**src/rtl/sync_event_arbiter.sv**
```systemverilog
// Synchronised, optionally debounced (SYNC_EVT_DEBOUNCE_EN) input levels whose changes become
// events, arbitrated round-robin onto a valid/ready port with a sticky lost-event flag.
module sync_event_arbiter #(
    parameter int unsigned       NUM_IN       = 4,
    parameter logic [NUM_IN-1:0] DEFAULT_OUT  = {NUM_IN{1'b0}},
    parameter int unsigned       PRESCALE     = 16,
    parameter int unsigned       DEBOUNCE_CNT = 3
) (
    input  logic                      iClk,
    input  logic                      iRst,
    input  logic [NUM_IN-1:0]         ivSignal,
    output logic [NUM_IN-1:0]         ovLevel,
    output logic                      oEvtValid,
    input  logic                      iEvtReady,
    output logic [$clog2(NUM_IN)-1:0] ovEvtIdx,
    output logic                      oEvtLevel,
    output logic                      oOverflow,
    input  logic                      iClrOvf
);
    localparam int unsigned IW = $clog2(NUM_IN);

    if (NUM_IN < 2 || NUM_IN > 16 || PRESCALE < 2 || PRESCALE > 65535 ||
        DEBOUNCE_CNT < 1 || DEBOUNCE_CNT > 15) begin : gBadCfg
        $error("sync_event_arbiter: parameter out of range");
    end

    logic [NUM_IN-1:0] syncMeta;
    logic [NUM_IN-1:0] syncLvl;
    logic [NUM_IN-1:0] levelNext;
    logic [NUM_IN-1:0] levelEvt;

    always_ff @(posedge iClk) begin
        if (iRst) begin
            syncMeta <= DEFAULT_OUT;
            syncLvl  <= DEFAULT_OUT;
        end else begin
            syncMeta <= ivSignal;
            syncLvl  <= syncMeta;
        end
    end

`ifdef SYNC_EVT_DEBOUNCE_EN
    logic [15:0] preCnt;
    logic        tick;
    logic [3:0]  dbCnt [NUM_IN];

    always_comb tick = (preCnt == 16'(PRESCALE - 1));

    always_ff @(posedge iClk) begin
        if (iRst || tick) preCnt <= '0;
        else              preCnt <= preCnt + 16'd1;
    end

    // A tick that agrees with the current level restarts that input's stability count.
    always_ff @(posedge iClk) begin
        for (int unsigned i = 0; i < NUM_IN; i++) begin
            if (iRst) begin
                dbCnt[i] <= '0;
            end else if (tick) begin
                if (syncLvl[i] == ovLevel[i] || dbCnt[i] == 4'(DEBOUNCE_CNT - 1))
                    dbCnt[i] <= '0;
                else
                    dbCnt[i] <= dbCnt[i] + 4'd1;
            end
        end
    end

    always_comb begin
        levelNext = ovLevel;
        for (int unsigned i = 0; i < NUM_IN; i++) begin
            if (tick && syncLvl[i] != ovLevel[i] && dbCnt[i] == 4'(DEBOUNCE_CNT - 1))
                levelNext[i] = syncLvl[i];
        end
    end
`else
    always_comb levelNext = syncLvl;
`endif

    always_ff @(posedge iClk) begin
        if (iRst) ovLevel <= DEFAULT_OUT;
        else      ovLevel <= levelNext;
    end

    // Events are taken from the next-level compare so pending is set on the same edge as ovLevel.
    always_comb levelEvt = levelNext ^ ovLevel;

    logic [NUM_IN-1:0] pending;
    logic [NUM_IN-1:0] evLvl;
    logic [NUM_IN-1:0] grantMask;
    logic [NUM_IN-1:0] pendingNext;
    logic [NUM_IN-1:0] ovfHit;
    logic [IW-1:0]     rrPtr;
    logic [IW-1:0]     winIdx;
    logic              winFound;
    logic              advance;

    always_comb begin
        winFound = 1'b0;
        winIdx   = '0;
        for (int unsigned k = 1; k <= NUM_IN; k++) begin
            if (!winFound && pending[(32'(rrPtr) + k) % NUM_IN]) begin
                winFound = 1'b1;
                winIdx   = IW'((32'(rrPtr) + k) % NUM_IN);
            end
        end
        advance   = !oEvtValid || iEvtReady;
        grantMask = '0;
        if (advance && winFound) grantMask[winIdx] = 1'b1;
        pendingNext = (pending & ~grantMask) | levelEvt;
        ovfHit      = pending & ~grantMask & levelEvt;
    end

    always_ff @(posedge iClk) begin
        if (iRst) begin
            pending   <= '0;
            evLvl     <= '0;
            oEvtValid <= 1'b0;
            ovEvtIdx  <= '0;
            oEvtLevel <= 1'b0;
            oOverflow <= 1'b0;
            rrPtr     <= IW'(NUM_IN - 1);
        end else begin
            pending <= pendingNext;
            evLvl   <= (evLvl & ~levelEvt) | (levelNext & levelEvt);
            if (advance) begin
                oEvtValid <= winFound;
                if (winFound) begin
                    ovEvtIdx  <= winIdx;
                    oEvtLevel <= evLvl[winIdx];
                    rrPtr     <= winIdx;
                end
            end
            if (|ovfHit)      oOverflow <= 1'b1;
            else if (iClrOvf) oOverflow <= 1'b0;
        end
    end
endmodule
```
**config.mk**
```make
export PLATFORM = sky130hd
export DESIGN_NAME = sync_event_arbiter
export DESIGN_NICKNAME = d
export VERILOG_FILES = /design/src/rtl/sync_event_arbiter.sv
export SDC_FILE = /design/constraint.sdc
export NUM_CORES = 1
export LEC_CHECK = 0
export ABC_AREA = 1
export BUFFER_PORTS_ARGS = -buffer_cell sky130_fd_sc_hd__buf_2
export CAP_MARGIN = 30
export CORE_MARGIN = 3
export CORE_UTILIZATION = 30
export CTS_CLUSTER_DIAMETER = 50
export DETAILED_ROUTE_END_ITERATION = 8
export MAX_ROUTING_LAYER = met4
export SKIP_CTS_REPAIR_TIMING = 1
export SLEW_MARGIN = 20
export SYNTH_ARGS = -nofsm -noshare
export SYNTH_HDL_FRONTEND = slang
export SYNTH_SLANG_ARGS = --single-unit
```
**constraint.sdc**
```tcl
create_clock -name iClk -period 4.4 [get_ports iClk]
set_input_delay 0.66 -clock iClk [delete_from_list [all_inputs] [get_ports iClk]]
set_output_delay 0.66 -clock iClk [all_outputs]
set_load 0.01 [all_outputs]
```
==> out/qor.txt <==
met2 usage -> 17.76%
Worst Max-Slew Pin Slew -> 0.3974 ns
post-route cell area -> 1446 um^2
Antenna Nets Post-Route -> 0
Max Clk Rate -> 506.4 MHz
placed instance area -> 1400 um^2
Final Cycle Share -> 44.88%
drt via density -> 4.381
met1 global-route usage -> 12.61%
post-synthesis adder-cell area fraction -> 0%
Clk network pwr share -> 15.0%
status -> finished, final reports clean
drt initial violations -> 63
top cell type's share of synthesized area -> 41.98%
gr busiest metal -> met2
root buffer cell -> clkbuf_8
largest family of logic cells by synthesized area -> simple AND/OR/NAND/NOR gates
Clock Skew -> 0.008863 ns
Pleak -> 0.7693 nW
Max stage delay on crit path -> 0.49 ns
simple-gate share of the synthesized area -> 34.60%
Yosys warnings -> 0
post-synth cell types -> 22
hpwl dp -> 1817 um
commonest non-fill, non-tap cell in the layout -> nand2_1
RSZ-0062 raised after global routing -> no
CP Class -> flip-flop to flip-flop
most used cell along the critical path -> nand2_2
CP Max Fanout -> 11
Gate Count Post-Synth -> 181
met3 Resource Use GR -> 1.964%
Pwr Density -> 631.0 nW/um^2
DIE AREA -> 5114 um^2
RD Place Congestion -> 0.8904
Hold Path Class -> flip-flop to flip-flop
share of layout cells above drive strength 1 -> 19.29%
sequential element share of the synthesized area -> 41.98%
Post-Synth XOR/XNOR Area -> 2.041%
Yosys top cell by area -> dfxtp_1
Inserted Diodes -> 0
TNS Setup -> 0 ns
global-route wire length before repair -> 4333 um
Layout fillers -> 433
H-Tree Depth -> 1
Compound-Gate Fraction of Synth Area -> 9.718%
Mapped Area -> 1287 um^2
total grt overflow -> 0
Pint -> 0.4990 mW
CTS max path bufs -> 2
Die Width -> 71.51 um
most frequent cells in the layout -> nand2_1 (37), inv_1 (31), dfxtp_1 (27), nor2_1 (26), buf_2 (16)
DRC viols -> 0
die extent in y -> 71.51 um
Worst setup EP type -> flip-flop
Setup WS pre-CTS -> 2.446 ns
mean routed wirelength per cell -> 9.559 um
# nets final -> 206
switch share -> 45.33%
Slowest cell on crit path -> dfxtp_1
Worst slew margin -> 73.51%
Slew Limit Fails -> 0
clock-pin slew on the worst setup and hold paths -> 0.09 ns
CP cell instances -> inv_2, nand2_1, nand2_1, nand2_2, nand2_4, nor2_8, nand2_2, nand2_2, nand2_2, nor2_4, nand2_1, nand3_1, nand3_1, nor2_1, nor2_1
maxcap violations -> 0
Net Sw Power -> 0.4137 mW
antenna violations before repair -> 0
CTS tree -> done
Final min period -> 1.975 ns
Arr. time, crit path -> 2.13 ns
Worst Path Required -> 4.56 ns
Via Count -> 1082
worst skew pair latency -> 0.27 ns
Sink Count -> 27
number of port buffers -> 16
setup ws final -> 2.425 ns
Site Rows -> 23
Synthesized Nets -> 189
vias in the first global route -> 1055
Syn Area/Cell -> 7.113 um^2
I/O pin count -> 17
peak supply drop -> 0.2290 mV
Post-Route WL -> 2361 um
TritonRoute pass-1 iters -> 4
core area -> 4058 um^2
Seq pwr share -> 33.6%
final setup vio count -> 0
mux share of post-synthesis cell area -> 0%
#FFs+latches synth -> 27
final hold violation count -> 0
power share of the combinational group -> 51.3%
final hold slack -> 0.3973 ns
Area Overhead vs Synth -> 12.34%
gr usage total -> 10.66%
Synth area leaders -> dfxtp_1 (42%), nand2_1 (11%), inv_1 (9.0%), nor2_1 (7.6%), nand3_1 (5.4%)
largest net degree at the start of global routing -> 23
total CTS buffers -> 3
Starting Density -> 31.73%
crit start category -> flip-flop
## cell usage after synthesis
| library cell | instances |
|---|---|
| inv_1 | 31 |
| dfxtp_1 | 27 |
| nand4_1 | 2 |
| nand3_2 | 1 |
| nand3_1 | 14 |
| nor2_1 | 26 |
| o21ai_0 | 5 |
| a211oi_1 | 1 |
| nand2_1 | 37 |
| nor2_8 | 1 |
| o21ai_2 | 1 |
| buf_6 | 2 |
| xor2_1 | 3 |
| o211ai_1 | 3 |
| a21oi_1 | 9 |
| a21boi_1 | 1 |
| inv_2 | 1 |
| a21oi_2 | 1 |
| nand2_2 | 10 |
| nor2_4 | 1 |
| clkbuf_1 | 2 |
| nand2_4 | 2 |
## kinds of logic after synthesis
group,after synthesis
buf+inv,36
compound gates,21
simple gates,94
xor+xnor,3
flops,27
## worst paths after layout
check / endpoint / start / slack [ns] / cells past startpoint
max: oOverflow$_SDFFE_PP0P_ / rrPtr[0]$_SDFFE_PP1P_ / 2.43 / 15
min: levelNext[0]$_SDFF_PP0_ / syncMeta[0]$_SDFF_PP0_ / 0.40 / 2
max reg2reg: oOverflow$_SDFFE_PP0P_ / rrPtr[0]$_SDFFE_PP1P_ / 2.43 / 15
min reg2reg: levelNext[0]$_SDFF_PP0_ / syncMeta[0]$_SDFF_PP0_ / 0.40 / 2
## power by group through the flow
stage / logic, mW / clock network, mW / registers (mW)
after floorplan: 0.397 / 0 / 0.310
after global placement: 0.476 / 0 / 0.311
after detailed placement: 0.473 / 0 / 0.312
after CTS: 0.476 / 0.145 / 0.307
after global routing: 0.544 / 0.153 / 0.312
final: 0.468 / 0.137 / 0.307
## per-layer routing
metal | wire, um | part of all wire, %
met5 | 0 | 0
met2 | 1131 | 48
met4 | 18 | 0.76
met3 | 53 | 2.2
met1 | 1159 | 49
## worst max-delay path, delay by kind of cell (launching register included)
kind	cells	cell delay, ns
DFF	1	0.49
and+or+nand+nor	14	1.20
buffers and inverters	1	0.17
## metrics by stage
step / power [mW] / util [%] / std cells
floorplan: 0.7061 / - / 181
global placement: 0.7872 / 34.51 / 243
detailed placement: 0.7851 / 34.51 / 243
CTS: 0.9269 / 35.65 / 247
global route: 1.009 / 35.65 / 247
finish: 0.9127 / 35.65 / 247
## cell type report
| cell class | count | area (um^2) | area share, % |
|---|---|---|---|
| repair buffers | 16 | 80.08 | 5.536 |
| inverters | 32 | 120.1 | 8.304 |
| multi-input cells | 118 | 596.8 | 41.26 |
| clock buffers | 3 | 41.29 | 2.855 |
| well taps | 50 | 62.56 | 4.325 |
| clock inverters | 1 | 5.005 | 0.3460 |
| flip-flops and latches | 27 | 540.5 | 37.37 |
No activity file was read; power rests on OpenSTA's default activity.
